## src/rtl/div_result_bcd_pkg.sv

```systemverilog
// div_fmt_pkg: shared types, sizes and the per-digit BCD correction for the divider result formatter
package div_fmt_pkg;
  typedef enum logic {IDLE, SHIFT} fmt_state_t;
  localparam int DIV_W = 16;
  localparam int BCD_DIGITS = 5;
  localparam int ACC_W = 4 * BCD_DIGITS;
  function automatic logic [ACC_W-1:0] add3_digits(input logic [ACC_W-1:0] acc);
    logic [ACC_W-1:0] r;
    for (int i = 0; i < BCD_DIGITS; i++)
      r[4*i +: 4] = (acc[4*i +: 4] >= 4'd5) ? acc[4*i +: 4] + 4'd3 : acc[4*i +: 4];
    return r;
  endfunction
endpackage

```

## src/rtl/div_result_bcd_if.sv

```systemverilog
// div_result_bcd_if: divider result in, packed BCD and status out
interface div_result_bcd_if #(parameter int WIDTH = 16, parameter int DIGITS = 5);
  logic                  div_ready;
  logic [WIDTH-1:0]      quotient;
  logic [WIDTH-1:0]      remainder;
  logic [4*DIGITS-1:0]   q_bcd;
  logic [4*DIGITS-1:0]   r_bcd;
  logic                  busy;
  logic                  done;
  logic                  overrun;
  modport master (output div_ready, quotient, remainder, input q_bcd, r_bcd, busy, done, overrun);
  modport slave  (input div_ready, quotient, remainder, output q_bcd, r_bcd, busy, done, overrun);
endinterface

```

## src/rtl/div_result_bcd_step.sv

```systemverilog
// bin2bcd_step: one combinational double-dabble step (add-3 correction, then shift left by one)
module bin2bcd_step
  import div_fmt_pkg::*;
#(
  parameter int WIDTH = DIV_W,
  parameter int DIGITS = BCD_DIGITS
) (
  input  logic [4*DIGITS-1:0] acc,
  input  logic [WIDTH-1:0]    sh,
  output logic [4*DIGITS-1:0] acc_next,
  output logic [WIDTH-1:0]    sh_next
);
  logic [ACC_W-1:0] fix;
  logic [4*DIGITS+WIDTH-1:0] cat;
  assign fix = add3_digits(ACC_W'(acc));
  assign cat = {fix[4*DIGITS-1:0], sh} << 1;
  assign acc_next = cat[4*DIGITS+WIDTH-1:WIDTH];
  assign sh_next = cat[WIDTH-1:0];
endmodule

```

## src/rtl/div_result_bcd.sv

```systemverilog
// div_result_bcd: captures divider quotient/remainder on ready rise and converts both to packed BCD
module div_result_bcd
  import div_fmt_pkg::*;
#(
  parameter int WIDTH = DIV_W,
  parameter int DIGITS = BCD_DIGITS
) (
  input logic             Clk,
  input logic             Reset,
  div_result_bcd_if.slave bus
);
  localparam int CW = $clog2(WIDTH + 1);
  fmt_state_t state;
  logic [CW-1:0] count;
  logic ready_d;
  logic [WIDTH-1:0] q_sh, r_sh, q_sh_n, r_sh_n;
  logic [4*DIGITS-1:0] q_acc, r_acc, q_acc_n, r_acc_n;
  logic capture;
  assign capture = bus.div_ready && !ready_d;
  bin2bcd_step #(.WIDTH(WIDTH), .DIGITS(DIGITS)) u_q (.acc(q_acc), .sh(q_sh), .acc_next(q_acc_n), .sh_next(q_sh_n));
  bin2bcd_step #(.WIDTH(WIDTH), .DIGITS(DIGITS)) u_r (.acc(r_acc), .sh(r_sh), .acc_next(r_acc_n), .sh_next(r_sh_n));
  // FSM: capture on ready rise, one dabble step per clock, publish both results together
  always_ff @(posedge Clk) begin
    if (Reset) begin
      state <= IDLE;
      count <= '0;
      ready_d <= 1'b1;
      q_sh <= '0;
      r_sh <= '0;
      q_acc <= '0;
      r_acc <= '0;
      bus.q_bcd <= '0;
      bus.r_bcd <= '0;
      bus.busy <= 1'b0;
      bus.done <= 1'b0;
      bus.overrun <= 1'b0;
    end else begin
      ready_d <= bus.div_ready;
      bus.done <= 1'b0;
      if (state == IDLE) begin
        if (capture) begin
          q_sh <= bus.quotient;
          r_sh <= bus.remainder;
          q_acc <= '0;
          r_acc <= '0;
          count <= CW'(WIDTH);
          state <= SHIFT;
          bus.busy <= 1'b1;
          bus.overrun <= 1'b0;
        end
      end else begin
        q_sh <= q_sh_n;
        r_sh <= r_sh_n;
        q_acc <= q_acc_n;
        r_acc <= r_acc_n;
        count <= count - 1'b1;
        if (capture) bus.overrun <= 1'b1;
        if (count == CW'(1)) begin
          bus.q_bcd <= q_acc_n;
          bus.r_bcd <= r_acc_n;
          bus.done <= 1'b1;
          bus.busy <= 1'b0;
          state <= IDLE;
        end
      end
    end
  end
endmodule

```

## src/flat_wrapper.sv

```systemverilog
// flat-port wrapper written by rule: the top's interface ports become plain ports
module div_result_bcd_flat import div_fmt_pkg::*;
#(
  parameter int WIDTH = DIV_W,
  parameter int DIGITS = BCD_DIGITS
)
  (Clk, Reset, bus_div_ready, bus_quotient, bus_remainder, bus_q_bcd, bus_r_bcd, bus_busy, bus_done, bus_overrun);
  div_result_bcd_if #(.WIDTH(WIDTH), .DIGITS(DIGITS)) bus_i ();
  input logic Clk;
  input logic Reset;
  input wire logic [$bits(bus_i.div_ready)-1:0] bus_div_ready;
  input wire logic [$bits(bus_i.quotient)-1:0] bus_quotient;
  input wire logic [$bits(bus_i.remainder)-1:0] bus_remainder;
  output wire logic [$bits(bus_i.q_bcd)-1:0] bus_q_bcd;
  output wire logic [$bits(bus_i.r_bcd)-1:0] bus_r_bcd;
  output wire logic [$bits(bus_i.busy)-1:0] bus_busy;
  output wire logic [$bits(bus_i.done)-1:0] bus_done;
  output wire logic [$bits(bus_i.overrun)-1:0] bus_overrun;
  assign bus_i.div_ready = bus_div_ready;
  assign bus_i.quotient = bus_quotient;
  assign bus_i.remainder = bus_remainder;
  assign bus_q_bcd = bus_i.q_bcd;
  assign bus_r_bcd = bus_i.r_bcd;
  assign bus_busy = bus_i.busy;
  assign bus_done = bus_i.done;
  assign bus_overrun = bus_i.overrun;
  div_result_bcd #(.WIDTH(WIDTH), .DIGITS(DIGITS)) u_core (.Clk(Clk), .Reset(Reset), .bus(bus_i));
endmodule
```

## config.mk

```make
export PLATFORM = sky130hd
export DESIGN_NAME = div_result_bcd_flat
export DESIGN_NICKNAME = d
export VERILOG_FILES = /design/src/rtl/div_result_bcd_pkg.sv /design/src/rtl/div_result_bcd_if.sv /design/src/rtl/div_result_bcd_step.sv /design/src/rtl/div_result_bcd.sv /design/src/flat_wrapper.sv
export SDC_FILE = /design/constraint.sdc
export NUM_CORES = 1
export LEC_CHECK = 0
export BUFFER_PORTS_ARGS = -buffer_cell sky130_fd_sc_hd__buf_2
export CAP_MARGIN = 25
export CORE_ASPECT_RATIO = 2
export CORE_UTILIZATION = 45
export DETAILED_ROUTE_END_ITERATION = 12
export PLACE_DENSITY = 0.65
export SYNTH_ARGS = -nofsm -noshare
export SYNTH_HDL_FRONTEND = slang
export SYNTH_SLANG_ARGS = --single-unit
export TNS_END_PERCENT = 50
```

## constraint.sdc

```tcl
create_clock -name Clk -period 1.3 [get_ports Clk]
set_input_delay 0 -clock Clk [delete_from_list [all_inputs] [get_ports Clk]]
set_output_delay 0 -clock Clk [all_outputs]
set_load 0.02 [all_outputs]
```

* Word level (Yosys, flattened, before mapping)
Cells that the tools add are included.
** Word-level totals
- Flip-flop bits (word level) :: 122
- Output and inout port bits :: 43
- Bits of input ports :: 35
- Logic and storage cells :: 73
** Cells by class
- Reductions and logical operators :: 7
- Bitwise operators :: 1
- $add $sub $neg :: 11
- Equality and inequality tests :: 2
- Mux-type cells :: 28
- $lt $le $gt $ge :: 10
** Operators with widths (number)
- 16-bit two-way mux :: 4
- 20-bit two-way mux :: 3
- 4-bit by 3-bit >= comparator with 1-bit output, second input constant :: 10
- 4-bit by 2-bit adder with 4-bit output, second input constant :: 8
- 4-bit two-way mux :: 8
- 5-bit two-way mux :: 2
- 1-bit two-way mux :: 9
- 3-bit by 2-bit adder with 3-bit output, second input constant :: 2
- 3-bit two-way mux :: 2
- 5-bit by 1-bit == test with 1-bit output, second input constant :: 1
- 5-bit by 1-bit subtractor with 5-bit output, second input constant :: 1
- 2-bit AND reduction :: 2
- 2-bit OR reduction :: 2
- 2-bit inequality test, second input constant :: 1
- 2-bit nonzero test :: 1
- 1-bit logical AND :: 1
- 1-bit logical NOT :: 1
- 1-bit inverter :: 1

* Depth between registers and ports, before layout
Gate-level depths: netlist of run 1.
- Depth after elaboration :: 4
- Gate-level depth with buffers :: 7

* Modules after synthesis
Synthesis of run 1 repeated with hierarchy kept, for this count alone.
** Second synthesis, totals
- Cells, all modules :: 647
- Area, all modules :: 5768.0 µm²
** Modules (own cells, without submodules)
- div_result_bcd :: cells an instance 459, times used 1, area an instance 4531.8 µm²
- bin2bcd_step :: cells an instance 94, times used 2, area an instance 618.1 µm²

* Worst setup path after synthesis of run 1
Ideal clock, no wire load.
- Path kind :: reg-to-reg
- From :: register u_core.q_acc[9]
- To :: register u_core.q_acc[10]
- Library setup time :: 60 ps
- Data arrival time :: 1280 ps
- Buffers on the path :: 0
- Period minus slack after synthesis :: 1339 ps
- Stages on the path, launching flop included :: 7
- Setup slack :: -39 ps
- Path through :: dfxtp_1 inv_1 ha_1 nand2b_1 a21oi_1 mux2i_1 a22o_1
** On the way
- Cells in the longest elaborated chain, start to end :: 3
** Ends and longest elaborated chain
- start: declaration :: RTL line div_result_bcd.sv:17 : logic [4*DIGITS-1:0] q_acc, r_acc, q_acc_n, r_acc_n;
- start signal: assignment :: RTL line div_result_bcd.sv:54 : q_acc <= q_acc_n;
- 4-bit by 2-bit adder with 4-bit output or 4-bit by 3-bit >= comparator with 1-bit output (tied branches) :: RTL line div_result_bcd_pkg.sv:10 : r[4*i +: 4] = (acc[4*i +: 4] >= 4'd5) ? acc[4*i +: 4] + 4'd3 : acc[4*i +: 4];
- 4-bit two-way mux * :: RTL line div_result_bcd_pkg.sv:10
- 20-bit two-way mux * :: RTL line div_result_bcd.sv:40 : if (state == IDLE) begin
Mark *: on every way between the ends. The rest lies on a longest branch, timed or not.
A chain may end at the register's enable or synchronous reset.

* Final worst setup path of run 1
- From :: register u_core.ready_d
- To :: register u_core.q_sh[15]
** On the way
- Cells in the longest elaborated chain, start to end :: 3
** Ends and longest elaborated chain
- start: declaration :: RTL line div_result_bcd.sv:15 : logic ready_d;
- start signal: assignment :: RTL line div_result_bcd.sv:38 : ready_d <= bus.div_ready;
- 1-bit logical NOT :: RTL line div_result_bcd.sv:19 : assign capture = bus.div_ready && !ready_d;
- 1-bit logical AND :: RTL line div_result_bcd.sv:19
- 2-bit nonzero test (no line)
- end signal: assignment :: RTL line div_result_bcd.sv:42 : q_sh <= bus.quotient;
- end signal: assignment :: RTL line div_result_bcd.sv:52 : q_sh <= q_sh_n;
- end: declaration :: RTL line div_result_bcd.sv:16 : logic [WIDTH-1:0] q_sh, r_sh, q_sh_n, r_sh_n;
No other way between the ends.

==> impl_metrics.toml, run 1 <==
[run_status]
outcome = "complete, but fails checks"
violations = "negative setup slack"

[setup_path]
cp_max_fo = 5
cpMaxStageDelayCell = "dfxtp_2"
endpoint_kind = "flip-flop"
start_kind = "flip-flop"
path_class = "flip-flop to flip-flop"
crit_arrival_ns = 1.74
critical-path-max-stage-delay_ns = 0.33
rrSetupSlack_ns = -0.14
crit_chain = "nor2b_4 -> buf_4 -> clkbuf_16 -> mux2_4 -> mux2i_1 -> nor2_1"
crit_required_ns = 1.60

[detailed_routing]
post_drt_wl_per_cell_um = 17.2
post-route-drc-count = 0
drt-initial-drc-count = 150
viasPerCell = 5.42
antenna_left = 0
first_pass_iters = 4
routed-via-count = 4623
drt-total-wl_um = 14600

[die]
die_h_um = 160
die-area_um2 = 12900
ios = 78
die-width_um = 80.8
rows = 57
coreArea_um2 = 12100
initial_core_util = 0.461

[synth]
synth_top_cell_by_area = "dfxtp_1"
synth_nets = 592
syn-cell-area_um2 = 5580
synth_edf_count = 0
yosysTopAreaCellShare = 0.437
yosys_most_used_dff = "dfxtp_1"
async_reset_ff_frac = 0
netlist_instances = 535
yosys_warnings = 0
yosys-top-cells-count = "dfxtp_1 (122), a22o_1 (49), nor2_1 (45), mux2i_1 (43), a21oi_1 (35)"
synth_seq_area_share = 0.437
yosys-top-cells-area = "dfxtp_1 (44%), mux2i_1 (7.7%), a22o_1 (7.7%)"
avgSynthCellArea_um2 = 10.4
yosysMostFrequentCell = "dfxtp_1"
synth_cell_types = 40
ys_ff_latch = 122

[cells_and_area]
syn_to_final_growth_pct = 42.0
diodes = 0
fill_cells = 976
num-nets-final = 750
drive_gt1_frac = 0.432
final_cells = 853

[power_and_ir_drop]
power_mw = 9.17
vdd_drop_max_mv = 1.15
p_per_area_nw_per_um2 = 1160
p_leak_nw = 3.25

[grt]
grt-ovfl-total = 0
grt_pass1_wl_um = 21900
grt_use_total = 0.222
grt_max_degree = 36
grt_pass1_vias = 4655
antenna_found_initial = 0

[sta]
setup_viol = 94
layout_min_cycle_time_ns = 1.44
fin_ws_ns = -0.137
drv_slew = 0
finalHoldViolCount = 0
worst_pin_slew_ns = 0.429
timing.slew.headroom = 0.714
fin_crit_sh = 1.11
rsz0062_at_grt = "true"
clock.fmax_ghz = 0.696
finClkSkew_ns = 0.0122

[clocking]
path_clk_slew_ns = 0.05
cts_tree = "yes"
cts-htree-levels = 4
clk_path_buf_depth = 2
clock_sinks = 122
clkLatencyLatePin_ns = 0.42
numCtsBuffers = 17
cts_root_buf = "clkbuf_16"

[placed_design]
place_inst = 772
hpwlAfterDp_um = 8530
place_congestion = 0.813
portBuffers = 77

[hold_path]
holdCritPathClass = "primary input to flip-flop"

[flow_run]
maxCapViolations = 0
## placed cells by master (no fill, tap or decap), types with 3 or more instances in the layout
cell	netlist	final
nor3b_2	6	8
mux2i_2	0	8
inv_2	1	11
buf_6	7	3
mux2_4	24	28
clkinv_4	0	4
ha_1	22	5
inv_1	23	11
mux2i_1	43	35
nor2_1	45	45
nor3_1	7	6
nand2b_1	20	10
dlygate4sd3_1	0	34
ha_2	0	11
dfxtp_1	122	101
xnor2_1	10	9
mux2_2	7	3
buf_12	2	9
nand2_1	21	21
nand2b_4	0	10
buf_2	7	77
o21ai_0	19	8
o2bb2ai_1	11	9
a21oi_2	0	4
a21oi_1	35	21
buf_4	7	43
dfxtp_2	0	20
a21oi_4	0	10
clkinv_2	0	4
a22o_1	49	49
ha_4	0	6
clkbuf_16	0	21
o21ai_2	0	3
o21ai_1	6	14
nor3b_1	14	12
## flip-flops by register name, indices dropped and copies added, names as in the netlist
register            flops
u_core.q_acc           20
u_core.count            5
u_core.r_acc           20
u_core.q_sh            16
u_core.r_sh            16
u_core.bus.q_bcd       20
u_core.bus.busy         1
u_core.bus.overrun      1
u_core.state            1
u_core.ready_d          1
u_core.bus.done         1
u_core.bus.r_bcd       20
## report_power, final
part / internal (mW) / leakage (nW) / switching (mW)
combinational: 0.376 / 1.96 / 0.305
clock: 2.88 / 0.291 / 1.78
sequential: 3.80 / 0.996 / 0.0367
## cell type report
class | count | area, um2 | share of cell area
well taps | 147 | 184 | 0.0232
clock inverters | 14 | 146 | 0.0185
inverters | 24 | 100 | 0.0126
clock buffers | 18 | 439 | 0.0554
multi-input cells | 357 | 3210 | 0.405
repair buffers | 171 | 1380 | 0.174
flip-flops and latches | 122 | 2470 | 0.312
## cell families (layout without fill, tap and decap cells)
kind of cell    Yosys count  after routing  share of synthesized area
flops                   122            122                      0.437
fa+ha+maj                22             22                     0.0493
xor+xnor                 10             10                     0.0157
buf+inv                  56            227                     0.0632
compound gates          125            125                      0.155
mux                      74             74                      0.156
simple gates            126            126                      0.123
## stage by stage
stage	hold slack (ns)	setup TNS, ns	worst slack (ns)	area, um2	util
floorplan	0.107	-0.184	-0.00815	5610	-
global route	0.362	-10.14	-0.183	7930	0.654
detailed placement	0.223	-6.30	-0.164	6380	0.526
finish	0.357	-5.24	-0.137	7930	0.654
CTS	0.326	-3.06	-0.0806	7630	0.630
global placement	0.215	-2.46	-0.109	6380	0.526
## critical path: cells and delay by family, from the launching register on
family / cells / cell delay [ns]
and+or+nand+nor: 2 / 0.23
muxes: 2 / 0.47
buffers and inverters: 2 / 0.30
DFF: 1 / 0.33
## repair_timing
item / CTS / global route
setup endpoints to repair: 104 / 110
buffers inserted: 5 / 4
endpoints found under the hold margin: 37 / 0
gates resized for setup: 77 / 50
hold buffers: 34 / 0
pin swaps: 30 / 26
cloned: 1 / 5
## path summary, 6_finish.rpt
path / startpoint / end / depth (start not counted)
max: u_core.ready_d$_SDFF_PP1_ / u_core.q_sh[15]$_SDFFE_PP0P_ / 6
min reg2reg: u_core.bus.r_bcd[16]$_SDFFE_PP0P_ / u_core.bus.r_bcd[16]$_SDFFE_PP0P_ / 1
max reg2reg: u_core.ready_d$_SDFF_PP1_ / u_core.q_sh[15]$_SDFFE_PP0P_ / 6
min: bus_div_ready / u_core.ready_d$_SDFF_PP1_ / 3
## metal layers
metal / track usage / share of wire / vias to the layer above
met3: 0.0510 / 0.031 / 42
met1: 0.225 / 0.38 / 2237
met2: 0.408 / 0.56 / 128
met4: 0.108 / 0.033 / 0
li1: - / - / 2216
met5: 0 / 0 / -
(Power assumes the default switching activity.)
==> run 2: changes to the inputs <==
--- a/config.mk
+++ b/config.mk
@@ -11,6 +11,8 @@
 export CORE_UTILIZATION = 45
 export DETAILED_ROUTE_END_ITERATION = 12
 export PLACE_DENSITY = 0.65
+export REMOVE_ABC_BUFFERS = 1
+export SKIP_LAST_GASP = 1
 export SYNTH_ARGS = -nofsm -noshare
 export SYNTH_HDL_FRONTEND = slang
 export SYNTH_SLANG_ARGS = --single-unit
==> run 2 against run 1 <==
- the flow still finishes with violations (negative setup slack)
- utilization up 0.26 points
- sequential share of layout area decreased by 0.091 points
- worst setup slack better by 0.0040 ns
- die area did not move
- via count decreased by 0.26%
- combinational power fell by 2%
- critical endpoint is now u_core.q_sh[10]$_SDFFE_PP0P_
==> impl_metrics.toml, run 2 (same netlist as run 1, synthesis figures left out) <==
[sta]
drv_slew = 0
layout_min_cycle_time_ns = 1.43
finalHoldViolCount = 0
fin_crit_sh = 1.10
finClkSkew_ns = 0.0111
rsz0062_at_grt = "true"
fin_ws_ns = -0.133
timing.slew.headroom = 0.713
worst_pin_slew_ns = 0.431
clock.fmax_ghz = 0.698
setup_viol = 94

[clocking]
clkLatencyLatePin_ns = 0.41
cts-htree-levels = 4
numCtsBuffers = 17
path_clk_slew_ns = 0.06
cts_root_buf = "clkbuf_16"
clock_sinks = 122
cts_tree = "yes"
clk_path_buf_depth = 2

[cells_and_area]
mostFrequentLayoutCells = "dfxtp_1 (103), buf_2 (78), buf_4 (58)"
drive_gt1_frac = 0.426
fin_util = 0.656
syn_to_final_growth_pct = 42.5
num-nets-final = 766
fill_cells = 990
diodes = 0
layout.cells.most_common = "dfxtp_1"

[hold_path]
hold_depth = 3
holdCritPathClass = "primary input to flip-flop"
holdCritStartpoint = "Reset"
holdPathEnd = "u_core.count[1]$_SDFFE_PP0P_"

[power_and_ir_drop]
vdd_drop_max_mv = 1.01
switching_share = 0.213
p_comb_frac = 0.072
power_mw = 9.17
p_per_area_nw_per_um2 = 1150
p_clk_frac = 0.510
power.share.sequential = 0.418
p_leak_nw = 3.32
power.internal_mw = 7.22
power_switching_mw = 1.95

[setup_path]
start_kind = "flip-flop"
cp_max_fo = 8
rr_startpoint = "u_core.ready_d$_SDFF_PP1_"
rrSetupSlack_ns = -0.13
crit_arrival_ns = 1.73
path_class = "flip-flop to flip-flop"
crit_required_ns = 1.60
worstReg2RegEnd = "u_core.q_sh[10]$_SDFFE_PP0P_"
worstRegToRegCells = 6
endpoint_kind = "flip-flop"

[grt]
grt_pass1_vias = 4772
grt_pass1_wl_um = 21900
grt_max_degree = 27
grt-ovfl-total = 0
grt_use_total = 0.222
antenna_found_initial = 0

[detailed_routing]
drt-total-wl_um = 14100
viasPerCell = 5.31
post-route-drc-count = 0
antenna_left = 0
drt-initial-drc-count = 183
first_pass_iters = 4
routed-via-count = 4611
post_drt_wl_per_cell_um = 16.3

[placed_design]
place_congestion = 0.812
portBuffers = 77
hpwlAfterDp_um = 8620
place_ws_ns = -0.227

[flow_run]
maxCapViolations = 0

[die]
die_h_um = 160
rows = 57
die-width_um = 80.8
initial_core_util = 0.461
die-area_um2 = 12900
coreArea_um2 = 12100
ios = 78

[run_status]
outcome = "complete, but fails checks"
violations = "negative setup slack"
==> run 2: cell types whose count changed in the layout (fill, tap and decap cells not counted), sizes merged <==
cell / previous run / this run
buf: 133 / 151
dlygate4sd3: 34 / 33
clkbuf: 22 / 27
clkinv: 8 / 5
clkinvlp: 1 / 0
inv: 27 / 24
==> run 2: metrics by stage <==
stage	setup TNS, ns	hold slack (ns)	cell area (um2)	instances
after floorplan	-192.42	0.0691	5320	503
after global placement	-3.69	0.227	6390	781
after detailed placement	-7.77	0.223	6390	781
after CTS	-2.84	0.0998	7750	859
after global routing	-14.38	0.131	7960	868
final	-6.17	0.109	7960	868
==> run 2: power by group through the flow <==
stage / clock network, mW / registers [mW] / logic (mW)
after floorplan: 0 / 3.94 / 0.273
after global placement: 0 / 3.91 / 0.514
after detailed placement: 0 / 3.92 / 0.528
after CTS: 4.73 / 3.83 / 0.614
after global routing: 4.91 / 3.84 / 0.716
final: 4.68 / 3.83 / 0.664
==> run 2: how the worst max path moves through the flow <==
stage	from	end	slack, ns	cells after the start
detailed placement	u_core.q_acc[1]$_SDFFE_PP0P_	u_core.bus.q_bcd[2]$_SDFFE_PP0P_	-0.23	6
global route	u_core.ready_d$_SDFF_PP1_	u_core.q_sh[4]$_SDFFE_PP0P_	-0.18	6
global placement	u_core.r_acc[5]$_SDFFE_PP0P_	u_core.bus.r_bcd[6]$_SDFFE_PP0P_	-0.13	6
CTS	u_core.ready_d$_SDFF_PP1_	u_core.q_sh[3]$_SDFFE_PP0P_	-0.09	5
finish	u_core.ready_d$_SDFF_PP1_	u_core.q_sh[10]$_SDFFE_PP0P_	-0.13	6
floorplan	u_core.state$_SDFF_PP0_	u_core.bus.q_bcd[0]$_SDFFE_PP0P_	-2.04	3
==> run 2: layout make-up <==
class | instances | area (um2) | share of cell area
Clock inverter | 7 | 88.8 | 0.0112
Clock buffer | 24 | 502 | 0.0630
Multi-Input combinational cell | 357 | 3140 | 0.395
Timing Repair Buffer | 187 | 1470 | 0.185
Tap cell | 147 | 184 | 0.0231
Sequential cell | 122 | 2470 | 0.311
Inverter | 24 | 97.6 | 0.0123
==> run 2: metal layers <==
metal  vias to the layer above  global-route usage  routed length, um
li1                       2245                   -                  -
met1                      2232               0.219               5260
met2                        95               0.410               7990
met3                        39              0.0470                397
met4                         0               0.123                478
met5                         -                   0                  0
==> run 2: critical path, stage by stage (launching register included) <==
cell and delay [ns]:
dfxtp_2 0.33, nor2b_4 0.17, buf_6 0.15, buf_12 0.14
mux2_4 0.30, mux2i_1 0.16, nor2_1 0.06
==> run 2: repair_timing <==
action,in CTS,in global routing
hold buffers,33,0
gates cloned,0,4
pin swaps,32,3
buffers inserted,14,6
hold endpoints to repair,33,0
setup endpoints to repair,101,111
resized for setup,88,25
